### config.mk
export PLATFORM = sky130hd
export DESIGN_NAME = score_keeper
export DESIGN_NICKNAME = d
export VERILOG_FILES = /design/src/rtl/score_keeper.sv
export SDC_FILE = /design/constraint.sdc
export NUM_CORES = 1
export LEC_CHECK = 0
export CAP_MARGIN = 20
export CELL_PAD_IN_SITES_DETAIL_PLACEMENT = 1
export CELL_PAD_IN_SITES_GLOBAL_PLACEMENT = 2
export CORE_ASPECT_RATIO = 1.1
export CORE_UTILIZATION = 37
export CTS_CLUSTER_SIZE = 30
export DETAILED_ROUTE_END_ITERATION = 8
export GPL_ROUTABILITY_DRIVEN = 0
export PLACE_DENSITY = 0.84
export SYNTH_ARGS = -nofsm -noshare
export SYNTH_HDL_FRONTEND = slang
export SYNTH_SLANG_ARGS = --single-unit
### constraint.sdc
create_clock -name clk -period 4.8 [get_ports clk]
set_input_delay 0.96 -clock clk [delete_from_list [all_inputs] [get_ports clk]]
set_output_delay 0.96 -clock clk [all_outputs]
set_load 0.02 [all_outputs]
### src/rtl/score_keeper.sv
// Match scoring: edge-detects goals and start, keeps two saturating 3-bit scores,
// detects match end and sequences the ball-disabled pause before each serve.
module score_keeper #(
    parameter int WIN_SCORE    = 7,
    parameter int PAUSE_FRAMES = 60
) (
    input  logic       clk,
    input  logic       rst_n,
    input  logic       frame_tick,
    input  logic       start,
    input  logic       goal_left,
    input  logic       goal_right,
    output logic [2:0] score_left,
    output logic [2:0] score_right,
    output logic       win_left,
    output logic       win_right,
    output logic       ball_enable,
    output logic       serve,
    output logic       serve_dir
);
    localparam logic [2:0] WIN_VAL    = 3'(WIN_SCORE);
    localparam logic [7:0] PAUSE_LAST = 8'(PAUSE_FRAMES - 1);

    typedef enum logic [1:0] {IDLE, SERVE_WAIT, PLAY, OVER} state_t;

    state_t     state_q, state_d;
    logic [2:0] score_left_q, score_left_d, score_right_q, score_right_d;
    logic       win_left_q, win_left_d, win_right_q, win_right_d;
    logic       ball_enable_q, ball_enable_d, serve_q, serve_d, serve_dir_q, serve_dir_d;
    logic [7:0] cnt_q, cnt_d;
    logic       start_q, goal_left_q, goal_right_q;
    logic       start_rise, goal_left_rise, goal_right_rise;
    logic [2:0] score_left_inc, score_right_inc;

    assign start_rise      = start & ~start_q;
    assign goal_left_rise  = goal_left & ~goal_left_q;
    assign goal_right_rise = goal_right & ~goal_right_q;
    assign score_left_inc  = score_left_q + 3'd1;
    assign score_right_inc = score_right_q + 3'd1;

    always_comb begin
        state_d       = state_q;
        score_left_d  = score_left_q;
        score_right_d = score_right_q;
        win_left_d    = win_left_q;
        win_right_d   = win_right_q;
        ball_enable_d = ball_enable_q;
        serve_d       = 1'b0;
        serve_dir_d   = serve_dir_q;
        cnt_d         = cnt_q;
        case (state_q)
            IDLE: begin
                if (start_rise) begin
                    state_d = SERVE_WAIT;
                    cnt_d   = '0;
                end
            end
            SERVE_WAIT: begin
                if (frame_tick) begin
                    if (cnt_q == PAUSE_LAST) begin
                        state_d       = PLAY;
                        ball_enable_d = 1'b1;
                        serve_d       = 1'b1;
                        cnt_d         = '0;
                    end else begin
                        cnt_d = cnt_q + 8'd1;
                    end
                end
            end
            PLAY: begin
                // Simultaneous rises cancel: neither side scores.
                if (goal_right_rise && !goal_left_rise) begin
                    score_left_d  = score_left_inc;
                    serve_dir_d   = 1'b1;
                    ball_enable_d = 1'b0;
                    cnt_d         = '0;
                    if (score_left_inc == WIN_VAL) begin
                        state_d    = OVER;
                        win_left_d = 1'b1;
                    end else begin
                        state_d = SERVE_WAIT;
                    end
                end else if (goal_left_rise && !goal_right_rise) begin
                    score_right_d = score_right_inc;
                    serve_dir_d   = 1'b0;
                    ball_enable_d = 1'b0;
                    cnt_d         = '0;
                    if (score_right_inc == WIN_VAL) begin
                        state_d     = OVER;
                        win_right_d = 1'b1;
                    end else begin
                        state_d = SERVE_WAIT;
                    end
                end
            end
            OVER: begin
                if (start_rise) begin
                    state_d       = SERVE_WAIT;
                    score_left_d  = '0;
                    score_right_d = '0;
                    win_left_d    = 1'b0;
                    win_right_d   = 1'b0;
                    serve_dir_d   = 1'b0;
                    cnt_d         = '0;
                end
            end
            default: state_d = IDLE;
        endcase
    end

    always_ff @(posedge clk or negedge rst_n) begin
        if (!rst_n) begin
            state_q       <= IDLE;
            score_left_q  <= '0;
            score_right_q <= '0;
            win_left_q    <= 1'b0;
            win_right_q   <= 1'b0;
            ball_enable_q <= 1'b0;
            serve_q       <= 1'b0;
            serve_dir_q   <= 1'b0;
            cnt_q         <= '0;
            start_q       <= 1'b0;
            goal_left_q   <= 1'b0;
            goal_right_q  <= 1'b0;
        end else begin
            state_q       <= state_d;
            score_left_q  <= score_left_d;
            score_right_q <= score_right_d;
            win_left_q    <= win_left_d;
            win_right_q   <= win_right_d;
            ball_enable_q <= ball_enable_d;
            serve_q       <= serve_d;
            serve_dir_q   <= serve_dir_d;
            cnt_q         <= cnt_d;
            start_q       <= start;
            goal_left_q   <= goal_left;
            goal_right_q  <= goal_right;
        end
    end

    assign score_left  = score_left_q;
    assign score_right = score_right_q;
    assign win_left    = win_left_q;
    assign win_right   = win_right_q;
    assign ball_enable = ball_enable_q;
    assign serve       = serve_q;
    assign serve_dir   = serve_dir_q;
endmodule

==> run metrics, run 1 <==
run status finished, final reports clean; yosys warns 0; Final setup violation count 0; number of synthesized flops with an enable pin 0; Seq pwr share 0.321; CTS clk-pin slew, worst paths 0.09 ns; Routed WL ~3300 um; Hold Violations, Final 0; Clock power frac 0.220; fin. max-slew vios 0; CP startpoint kind input port; WL/cell 15.8 um; starting density of the core 0.385; worst path arrival time between 2 and 3 ns; Net count, final 178; VDD IR max 0.147 mV; #FFs+latches synth 24; DP Wirelength 2600 um; CTS sink cnt 24; Gate Count Post-Synth between 100 and 150; port buffer count 16; kind of critical path input port to flop; Final Cycle Share 0.541; TritonCTS clock tree yes; Worst Setup End Kind flop; Net Sw Frac 0.399; TritonRoute pass-1 iters 4; Cells after DPL 207; post-synthesis async set-or-reset flop share 1.00; Worst Hold Launch win_right; via count 1161; Site Rows 23; pin count of the biggest net entering global routing 15; clock latency at the later pin of the worst-skew pair 0.27 ns; Iter 0 DRT Violations 41; Power Internal approximately 490 uW; Pwr Total 817 uW; Core Region about 3700 um^2; Hold EP win_right; syn nets approximately 160; # resized after CTS 0; fill count around 430; Hold Path Class flop to flop; antenna violations before repair 0; Slew @ Worst Pin 0.645 ns; post-layout min period around 2.6 ns; Hold Crit Depth 1; die area 4060 um^2; Overall Global Routing Usage 0.189; Area Overhead vs Synth 21.2%; max-cap violations 0; TritonCTS buffer count 3; fmax 0.385 GHz; H-tree depth 1; Setup Skew between 0.005 and 0.006 ns; Max FO, Critical Path 5; CTS root buf clkbuf_8; Slew Limit Headroom 0.569; synthesized area 1410 um^2; routed vias/inst 5.50; post-CTS setup buffers 0; CTS hold repair buffers 0; first-pass GRT wire length around 5700 um; DRC viols 0; Power per Cell Area roughly 480 nW/um^2; part of the power in combinational logic 0.459; unrepaired setup endpoints after global routing no; Die Span Y 66.7 um; Worst R2R End win_right; vias in the first global route 1268; fin cells 211; Die W 60.8 um; register area share after synthesis 0.427; Mean Syn Cell Area 9.91 um^2; CTS max path bufs 2; global route overflow 0; Lkg Pwr 0.776 nW; Post-synth top flop dfrtp_1; worst reg2reg path depth 6; distinct cell type count after synthesis 39; post-route setup TNS 0 ns; post-route antenna net violation count 0; P_sw between 300 and 400 uW; r2r startpoint state_q[0]; # IOs 17; layout cell share with drive strength beyond 1 0.0683; number of diodes 0; R2R Setup Slk 2.82 ns; CP required 4.95 ns
[final cells by class]
class | instances | area, um^2 | share of cell area
repair buffers | 17 | 175 | 0.103
clock inverters | 1 | 30.0 | 0.0176
clock buffers | 3 | 41.3 | 0.0242
well taps | 50 | 62.6 | 0.0367
multi-input cells | 104 | 752 | 0.441
flip-flops and latches | 24 | 601 | 0.352
inverters | 12 | 45.0 | 0.0264
[cells in the final DEF, fill, tap and decap left out, types with 2 or more instances in the layout]
cell,netlist,layout
nor2_1,3,3
nor2b_1,2,2
dfrtp_1,24,24
clkbuf_8,0,3
and3_1,3,3
inv_1,12,12
and3b_1,2,2
a31oi_1,11,11
nand2_1,13,13
o31ai_1,3,3
a22o_1,2,2
nand2b_1,8,8
clkdlybuf4s50_1,0,16
o21ai_0,10,10
nand3_1,4,4
ha_1,10,10
o21ai_1,3,3
a21oi_1,6,6
a211o_1,2,2
a21o_1,2,2
[power groups by stage]
| stage | clock network (mW) | logic, mW | registers, mW |
|---|---|---|---|
| 6_report | 0.180 | 0.375 | 0.263 |
| 5_1_grt | 0.193 | 0.415 | 0.267 |
| 4_1_cts | 0.185 | 0.379 | 0.263 |
| 3_5_place_dp | 0 | 0.376 | 0.267 |
| 3_3_place_gp | 0 | 0.362 | 0.265 |
| 2_1_floorplan | 0 | 0.246 | 0.281 |
[synth_stat cells, drive strengths merged, types with 3 or more instances]
| library cell | n | area share |
|---|---|---|
| nand2 | 13 | 0.035 |
| dfrtp | 24 | 0.43 |
| o21ai | 13 | 0.046 |
| nand3 | 4 | 0.014 |
| ha | 10 | 0.089 |
| o31ai | 3 | 0.016 |
| a21oi | 7 | 0.033 |
| nand2b | 9 | 0.045 |
| nor2 | 3 | 0.0080 |
| and3 | 3 | 0.013 |
| a31oi | 11 | 0.049 |
| inv | 12 | 0.032 |
[logic make-up (layout without fill, tap and decap cells)]
group	count (synthesis)	count (layout)	synth area share
AO/OA/AOI/OAI	47	47	0.240
XOR/XNOR	2	2	0.0124
adder cells (fa/ha/maj)	10	10	0.0889
buffers and inverters	14	33	0.0391
flip-flops	24	24	0.427
multiplexers	2	2	0.0151
AND/OR/NAND/NOR	43	43	0.178
[sequential cells by signal (all words and copies together) (netlist names), 2 cells and up]
name,cells
score_left,3
cnt_q,8
state_q,2
score_right,3
[metal layers]
metal / share of wire / up-vias / GRT usage
li1: - / 552 / -
met1: 0.43 / 594 / 0.206
met2: 0.55 / 13 / 0.378
met3: 0.017 / 2 / 0.0175
met4: 0.0051 / 0 / 0.0426
met5: 0 / - / 0
[critical path, cell delays in order]
cell	delay, ns
clkdlybuf4s50_1	0.43
nand2b_1	0.11
inv_1	0.05
ha_1	0.24
nand3b_1	0.24
a22o_1	0.26
a21oi_1	0.14
mux2_1	0.33
[worst max-delay path by stage]
stage	depth (start not counted)	startpoint	endpoint	slack (ns)
3_3_place_gp	8	goal_right	win_right	1.99
5_1_grt	7	goal_left	win_right	2.05
2_1_floorplan	7	goal_right	win_right	2.51
4_1_cts	8	goal_right	win_right	2.19
6_report	8	goal_right	win_right	2.20
3_5_place_dp	8	goal_right	win_right	1.89
[metrics by stage]
stage	hold slack (ns)	utilization	cell area (um^2)	setup slack, ns
floorplan	0.443	-	1410	2.51
global placement	0.462	0.443	1620	1.99
detailed placement	0.478	0.447	1640	1.89
CTS	0.499	0.467	1710	2.19
global route	0.536	0.467	1710	2.05
finish	0.496	0.467	1710	2.20
(Power assumes the default switching activity.)
==> inputs of run 2 (changes only) <==
CORE_UTILIZATION = 35   (was 37)
PLACE_DENSITY = 0.81   (was 0.84)
clock period = 2.4 ns   (was 4.8 ns; I/O delays follow)
==> run 2 against run 1 <==
Clock power is 56% higher. Die area is 5.5% higher. Sequential share of layout area is 0.18 points higher. Final cell count is 0.95% higher. Power is 94% higher. Combinational power is 110% higher. Critical endpoint unchanged.
==> run metrics, run 2 (same netlist as run 1, synthesis figures left out) <==
run status finished, final reports clean; post-CTS setup buffers 0; CTS clk-pin slew, worst paths 0.08 ns; starting density of the core 0.376; worst-path cell chain clkdlybuf4s50_1 > nand2b_1 > inv_1 > ha_1 > nand3b_1 > a22o_1 > a21oi_1 > mux2_1; die area between 4000 and 5000 um^2; global route overflow 0; most frequent cells in the layout 24 x dfrtp_1, 16 x clkdlybuf4s50_1, 13 x nand2_1; TritonRoute pass-1 iters 3; Die W 62.5 um; Final Cycle Share 0.870; layout cell share with drive strength beyond 1 0.0798; H-tree depth 1; unrepaired setup endpoints after global routing no; # IOs 17; Hold Path Class flop to flop; max reg flops 8; worst path arrival time about 2.3 ns; post-route setup TNS 0 ns; Cells after DPL 209; via count between 1k and 1.5k; kind of critical path input port to flop; TritonCTS clock tree yes; Post-DP Area 1640 um^2; Power per Cell Area approximately 930 nW/um^2; Pwr Total 1.58 mW; CP required 2.56 ns; Worst path top cell family by delay buffers and inverters; Worst Setup End Kind flop; crit path buf inv count 2; slowest cell delay on critical path 0.43 ns; Site Rows 23; WL/cell roughly 16 um; # resized after CTS 0; VDD IR max 0.375 mV; Max FO, Critical Path 5; post-layout min period 2.09 ns; Hold Violations, Final 0; CTS sink cnt 24; worst hold slack 0.483 ns; fin cells 213; CP max stage cell clkdlybuf4s50_1; first-pass GRT wire length between 5000 and 6000 um; Die Span Y a little under 70 um; vias in the first global route 1233; number of cells on the critical path 8; Final Cell Area 1700 um^2; antenna violations before repair 0; CTS hold repair buffers 0; max-cap violations 0; pin count of the biggest net entering global routing 25; Slew Limit Headroom 0.689; fin. max-slew vios 0; CTS max path bufs 2; routed vias/inst 5.30; clock latency at the later pin of the worst-skew pair 0.27 ns; port buffer count 16; Iter 0 DRT Violations 18; Lkg Pwr 0.775 nW; Setup Skew 0.00160 ns; CTS root buf clkbuf_8; Slew @ Worst Pin 0.467 ns; Final setup violation count 0; Overall Global Routing Usage 0.182; number of diodes 0; worst reg2reg path depth 6; DRC viols 0; CP startpoint kind input port; Hold Crit Depth 1; TritonCTS buffer count 3; Area Overhead vs Synth 20.6%; DP Wirelength 2560 um; fmax 0.479 GHz; Reg with most FFs cnt_q; commonest non-fill, non-tap cell in the layout dfrtp_1; Net count, final between 150 and 200; post-route antenna net violation count 0; Core Region 3740 um^2; Routed WL roughly 3400 um
==> run 2: cell count changes in the layout (fill, tap and decap cells not counted), sizes merged <==
cell,previous run,this run
clkbuf,3,4
buf,1,3
bufinv,1,0
==> run 2: report_power, final <==
group | internal, mW | switching (mW)
clock | 0.147 | 0.135
combinational | 0.308 | 0.467
sequential | 0.468 | 0.0587
total | 0.922 | 0.660
==> run 2: path summary, 6_finish.rpt <==
path,start,to,slack [ns]
min in group asynchronous,rst_n,score_right[2],0.56
hold reg to reg,cnt_q[7],cnt_q[7],0.48
setup / recovery,goal_right,win_right,0.31
hold / removal,cnt_q[7],cnt_q[7],0.48
max in group asynchronous,rst_n,score_right[1],1.59
setup reg to reg,state_q[0],win_right,0.45
==> run 2: cell type report <==
class / instances / area [um^2]
fill: 428 / 2040
multi-input combinational: 104 / 752
sequential: 24 / 601
timing repair buffer: 19 / 183
tap: 50 / 62.6
clock buffer: 4 / 55.1
inverter: 12 / 45.0
==> run 2: routing by layer <==
layer / routed length (um) / global-route usage
met3: 59 / 0.0164
met2: 1810 / 0.357
met4: 100 / 0.110
met1: 1450 / 0.194
met5: 0 / 0
==> run 2: metrics by stage <==
stage          utilization  worst slack [ns]
3_3_place_gp         0.439             0.126
3_5_place_dp         0.439            0.0144
4_1_cts              0.454             0.308
6_report             0.454             0.313
5_1_grt              0.454             0.216
2_1_floorplan            -             0.593
